==> src/rtl/module_mult_booth_ctrl_pkg.sv <==
// Shared types for the radix-2 Booth multiplier: datapath control word and controller states.
// Latency: n/a (types only).
// Backpressure: n/a (types only).
package booth_pkg;

  // Control word to the datapath; field order is fixed, first field is the MSB.
  typedef struct packed {
    logic load_A;
    logic load_B;
    logic load_add;
    logic shift_HQ_LQ_Q_1;
    logic add_sub;
  } control_t;

  typedef enum logic [2:0] {
    ST_IDLE   = 3'd0,
    ST_LOAD_A = 3'd1,
    ST_LOAD_B = 3'd2,
    ST_EVAL   = 3'd3,
    ST_ADDSUB = 3'd4,
    ST_SHIFT  = 3'd5,
    ST_DONE   = 3'd6
  } booth_state_t;

  localparam control_t CTRL_IDLE = '0;

endpackage : booth_pkg

==> src/rtl/module_booth_iter_cnt.sv <==
// Booth iteration counter: clear, increment, terminal flag when count == N-1.
// Latency: count updates on the clock edge after clr_i/inc_i; last_o is decoded from the register.
// Backpressure: none; holds its value when neither clr_i nor inc_i is set, never wraps.
module module_booth_iter_cnt #(
  parameter int unsigned N  = 8,
  parameter int unsigned CW = $clog2(N + 1)
) (
  input  logic clk,
  input  logic rst,
  input  logic clr_i,
  input  logic inc_i,
  output logic last_o
);

  logic [CW-1:0] cnt_q;
  logic [CW-1:0] cnt_d;

  // Next count: clear wins over increment; saturate at N so the count cannot wrap.
  always_comb begin
    cnt_d = cnt_q;
    if (clr_i) begin
      cnt_d = '0;
    end else if (inc_i && (cnt_q != CW'(N))) begin
      cnt_d = cnt_q + 1'b1;
    end
  end

  // Count register with asynchronous clear.
  always_ff @(posedge clk or posedge rst) begin
    if (rst) begin
      cnt_q <= '0;
    end else begin
      cnt_q <= cnt_d;
    end
  end

  assign last_o = (cnt_q == CW'(N - 1));

endmodule : module_booth_iter_cnt

==> src/rtl/module_mult_booth_ctrl.sv <==
// Sequencing FSM for the radix-2 Booth datapath: loads, N eval/add-sub/shift iterations, done pulse.
// Latency: done in cycle 2+2N+a+1 after the accept edge (a = add/sub iterations); Moore registered outputs.
// Backpressure: start is sampled only in IDLE and never queued; Q_LSB is sampled only in EVAL.
module module_mult_booth_ctrl
  import booth_pkg::*;
#(
  parameter int unsigned N = 8
) (
  input  logic       clk,
  input  logic       rst,
  input  logic       start,
  input  logic [1:0] Q_LSB,
  output control_t   mult_control,
  output logic       busy,
  output logic       done
);

  booth_state_t state_q;
  control_t     ctrl_q;
  logic         busy_q;
  logic         done_q;
  logic         cnt_clr;
  logic         cnt_inc;
  logic         cnt_last;

  // The counter clears on the accept edge and advances once per SHIFT.
  assign cnt_clr = (state_q == ST_IDLE) && start;
  assign cnt_inc = (state_q == ST_SHIFT);

  module_booth_iter_cnt #(
    .N (N)
  ) u_iter_cnt (
    .clk    (clk),
    .rst    (rst),
    .clr_i  (cnt_clr),
    .inc_i  (cnt_inc),
    .last_o (cnt_last)
  );

  // State register plus registered Moore outputs; each output is loaded with the decode of the
  // state being entered, so add_sub doubles as the 1-bit op latched in EVAL.
  always_ff @(posedge clk or posedge rst) begin
    if (rst) begin
      state_q <= ST_IDLE;
      ctrl_q  <= CTRL_IDLE;
      busy_q  <= 1'b0;
      done_q  <= 1'b0;
    end else begin
      ctrl_q <= CTRL_IDLE;
      done_q <= 1'b0;
      busy_q <= 1'b1;
      unique case (state_q)
        ST_IDLE: begin
          if (start) begin
            state_q       <= ST_LOAD_A;
            ctrl_q.load_A <= 1'b1;
          end else begin
            busy_q <= 1'b0;
          end
        end
        ST_LOAD_A: begin
          state_q       <= ST_LOAD_B;
          ctrl_q.load_B <= 1'b1;
        end
        ST_LOAD_B: begin
          state_q <= ST_EVAL;
        end
        ST_EVAL: begin
          if ((Q_LSB == 2'b01) || (Q_LSB == 2'b10)) begin
            state_q         <= ST_ADDSUB;
            ctrl_q.load_add <= 1'b1;
            ctrl_q.add_sub  <= (Q_LSB == 2'b01);
          end else begin
            state_q                <= ST_SHIFT;
            ctrl_q.shift_HQ_LQ_Q_1 <= 1'b1;
          end
        end
        ST_ADDSUB: begin
          state_q                <= ST_SHIFT;
          ctrl_q.shift_HQ_LQ_Q_1 <= 1'b1;
        end
        ST_SHIFT: begin
          if (cnt_last) begin
            state_q <= ST_DONE;
            done_q  <= 1'b1;
          end else begin
            state_q <= ST_EVAL;
          end
        end
        ST_DONE: begin
          state_q <= ST_IDLE;
          busy_q  <= 1'b0;
        end
        default: begin
          state_q <= ST_IDLE;
          busy_q  <= 1'b0;
        end
      endcase
    end
  end

  assign mult_control = ctrl_q;
  assign busy         = busy_q;
  assign done         = done_q;

endmodule : module_mult_booth_ctrl

==> config.mk <==
export PLATFORM = sky130hd
export DESIGN_NAME = module_mult_booth_ctrl
export DESIGN_NICKNAME = d
export VERILOG_FILES = /design/src/rtl/module_mult_booth_ctrl_pkg.sv /design/src/rtl/module_booth_iter_cnt.sv /design/src/rtl/module_mult_booth_ctrl.sv
export SDC_FILE = /design/constraint.sdc
export NUM_CORES = 1
export LEC_CHECK = 0
export BUFFER_PORTS_ARGS = -buffer_cell sky130_fd_sc_hd__buf_2
export CORE_MARGIN = 2
export CORE_UTILIZATION = 51
export CTS_CLUSTER_DIAMETER = 50
export CTS_CLUSTER_SIZE = 28
export DETAILED_ROUTE_END_ITERATION = 10
export PLACE_DENSITY = 0.74
export SLEW_MARGIN = 20
export SYNTH_ARGS = -nofsm -noshare
export SYNTH_HDL_FRONTEND = slang
export SYNTH_HIERARCHICAL = 1
export SYNTH_SLANG_ARGS = --single-unit
==> constraint.sdc <==
create_clock -name clk -period 1.85 [get_ports clk]
set_input_delay 0.185 -clock clk [delete_from_list [all_inputs] [get_ports clk]]
set_output_delay 0.185 -clock clk [all_outputs]
set_load 0.005 [all_outputs]
==> results.md <==
- Post-CTS Setup Bufs: 0
- Sequential share of power: 0.479
- CTS Sinks: 14
- Final max-slew violation count: 0
- Psw: roughly 0.00036 W
- Post-synth net total: between 60 and 70
- CTS resizes: 0
- GR Util All Layers: 0.178
- Dpl hpwl: 834 µm
- Setup TNS: 0 ps
- I/O Buffers: 11
- Clock power frac: 0.201
- Num CTS Buffers: 3
- Sw frac: 0.335
- Combinational power share: 0.321
- Met3 WL: approximately 41 µm
- Starting Density: 0.536
- Final Skew: ~4.2 ps
- Uppermost layer routed: met4
- Cell internal pwr: ~0.00072 W
- Max frequency: about 650 MHz
- Worst r2r src: state_q[1]$_DFFE_PP0P_
- Max VDD drop: slightly below 0.7 mV
- Pwr dens: 1370 nW/µm²
- Die Ht: 40.5 µm
- Crit path largest cell delay: roughly 500 ps
- Tmin final: 1550 ps
- Io pins: 12
- CP max FO: 8
- Yosys Warn Count: 6
- Hold Fails Final Rpt: 0
- Placed insts: 86
- Pleak: around 0.42 nW
- Sequential area share after synthesis: 0.515
- Crit path required time: 2060 ps
- Share of layout cells above drive strength 1: 0.289
- CTS clock-pin slew for the worst setup and hold paths: 80 ps
- CTS Hold Bufs: 1
- Least-Margin Pin Slew: ~370 ps
- Slew headroom: 0.756
- Unrepaired setup endpoints after global routing: false
- WP data arrival: 1750 ps
- H-tree depth: 1
- Finish-stage setup viols: 0
- Drt initial violations: 9
- # DRC: 0
- R2R Path End: u_iter_cnt/cnt_q[2]$_DFFE_PP0P_
- Clk root buf: clkbuf_4
- Clk Latency, worst-skew pair: between 200 and 300 ps
- First-pass GRT wire length: 1.84 mm
- CTS tree: yes
- Synthesized area: ~680 µm²
- Antenna cells: 0
- Core area: 1270 µm²
- Overflow after GRT: 0
- Met2 WL: between 500 and 600 µm
- Finished Layout Cells: 91
- Max Buffers Root-to-Sink: 2
- Reg-to-reg slack, setup: approximately 300 ps
- Hold Path Origin: start
- Area Growth Syn to Fin: 16.0%
- CP max stage cell: dfrtp_1
- Run status: complete, no violations
- WL per Instance: about 12 µm
- Area of the multi-input gates: roughly 280 µm²
- Hold-critical path depth: 3
- Vias in the first global route: between 400 and 500
- Setup ws final: 305 ps
- Initial antenna violation count: 0
- Fill cells: approximately 120
- Register area: between 300 and 400 µm²
- Final #Nets: 85
- DRT Pass-1 Iters: 4
- Die area: approximately 1600 µm²
- Reg2Reg Depth: 5
- WL met1: around 500 µm
- Post-Place Worst Slack: roughly 330 ps
- FP Rows: 13
- #FFs+latches synth: 14
- Critical Path Start Type: flip-flop
- GP Congestion: 0.734
- Die Wd: between 40 and 50 µm
- Critical Path, Cell by Cell: nand2b_4, nor2_1, nand2_1, or3b_1, a21oi_1
- Max-cap violations: 0
- Syn avg cell area: 11.2 µm²
- Hold EP: busy$_DFF_PP0_
- Hold Path Class: input pin to flip-flop
- Detail Route Antenna Nets: 0
- Post-Synthesis Cells: 61
- Vias per cell: slightly above 5
- Yosys cell types: 28
- Period utilization: 0.835
- Nature of the critical path endpoint: flip-flop
- Crit Path Class: flip-flop to flip-flop
- Largest net degree at the start of global routing: 11
- Detailed-route via count: 458
- WL final: between 1 and 1.5 mm
[cell usage in the layout, fill, tap and decap left out]
master,count
buf_2,11
mux2i_1,1
nand2b_1,2
nor2_2,1
clkbuf_4,3
nor2_1,7
a21boi_1,1
nand3b_4,1
o21ai_1,1
nor3_1,1
o32ai_1,1
and3b_2,1
and2_1,1
dfrtp_1,14
nand4_1,1
o21a_1,1
xor2_1,1
a22oi_1,1
inv_1,8
o22ai_1,1
or3b_1,1
buf_4,1
nor4b_1,1
dlygate4sd3_1,1
mux2_4,2
ha_1,3
nor2b_1,2
clkbuf_8,1
a21oi_1,1
nand2b_4,1
nand2_1,3
[flip-flops by register name, summed over array words and instances, names as in the netlist]
| name | count |
|---|---|
| done | 1 |
| busy | 1 |
| u_iter_cnt/cnt_q | 4 |
| state_q | 3 |
| mult_control | 5 |
[cells by family after synthesis]
family | Yosys count | synth area share
AO/OA/AOI/OAI | 7 | 0.0699
buffers and inverters | 10 | 0.0717
multiplexers | 3 | 0.0588
adder cells (fa/ha/maj) | 3 | 0.0552
AND/OR/NAND/NOR | 23 | 0.217
XOR/XNOR | 1 | 0.0129
flip-flops | 14 | 0.515
[worst max-delay path, delay by kind of cell (launching register included)]
family,cells,cell delay (ps)
compound gates,1,120
flops,1,500
simple gates,4,850
[how the worst max path moves through the flow]
stage                                            to  slack [ps]                   start  depth (start not counted)
detailed placement  u_iter_cnt/cnt_q[2]$_DFFE_PP0P_         330  state_q[1]$_DFFE_PP0P_                          5
global placement    u_iter_cnt/cnt_q[0]$_DFFE_PP0P_         390  state_q[2]$_DFFE_PP0P_                          4
CTS                 u_iter_cnt/cnt_q[0]$_DFFE_PP0P_         330  state_q[1]$_DFFE_PP0P_                          4
global route        u_iter_cnt/cnt_q[2]$_DFFE_PP0P_         210  state_q[1]$_DFFE_PP0P_                          5
floorplan           u_iter_cnt/cnt_q[0]$_DFFE_PP0P_         270  state_q[2]$_DFFE_PP0P_                          3
finish              u_iter_cnt/cnt_q[2]$_DFFE_PP0P_         300  state_q[1]$_DFFE_PP0P_                          5
[layer usage]
metal / up-vias / track usage
met3: 3 / 0.0500
li1: 230 / -
met1: 216 / 0.210
met4: 0 / 0.125
met5: - / 0
met2: 9 / 0.274
[final cells by class]
class / count / share of cell area
Clock buffer: 4 / 0.0460
Inverter: 8 / 0.0380
Multi-Input combinational cell: 37 / 0.357
Sequential cell: 14 / 0.444
Tap cell: 15 / 0.0238
Timing Repair Buffer: 13 / 0.0919
[stage by stage]
step | cell area [µm²] | hold slack, ps | utilization | power (W)
after floorplan | 681 | -48.9 | - | 0.000794
after global routing | 790 | 236 | 0.622 | 0.00117
after global placement | 743 | 86.6 | 0.586 | 0.000857
after detailed placement | 743 | 84.8 | 0.586 | 0.000873
final | 790 | 224 | 0.622 | 0.00108
after CTS | 790 | 219 | 0.622 | 0.00109
[power groups by stage]
stage | combinational (W) | clock (W) | sequential (W)
finish | 0.000346 | 0.000217 | 0.000517
CTS | 0.000354 | 0.000223 | 0.000517
detailed placement | 0.000351 | 0 | 0.000523
global placement | 0.000340 | 0 | 0.000517
global route | 0.000394 | 0.000236 | 0.000541
floorplan | 0.000330 | 0 | 0.000464
[synth_stat cells]
master,n,share of area
dfrtp_1,14,0.51
inv_1,8,0.044
nor2_1,7,0.039
ha_1,3,0.055
nand2_1,3,0.017
mux2_4,2,0.044
nand2b_1,2,0.018
nor2b_1,2,0.018
a21boi_1,1,0.011
a21oi_1,1,0.0073
a22oi_1,1,0.011
and2_1,1,0.0092
and3b_2,1,0.015
buf_4,1,0.011
buf_6,1,0.017
mux2i_1,1,0.015
nand2b_4,1,0.020
nand3b_4,1,0.029
nand4_1,1,0.0092
nor2_2,1,0.0092
nor3_1,1,0.0073
nor4b_1,1,0.013
o21a_1,1,0.011
o21ai_1,1,0.0073
o22ai_1,1,0.0092
o32ai_1,1,0.013
or3b_1,1,0.013
xor2_1,1,0.013
Note: power is estimated with default switching activity, not from simulation.
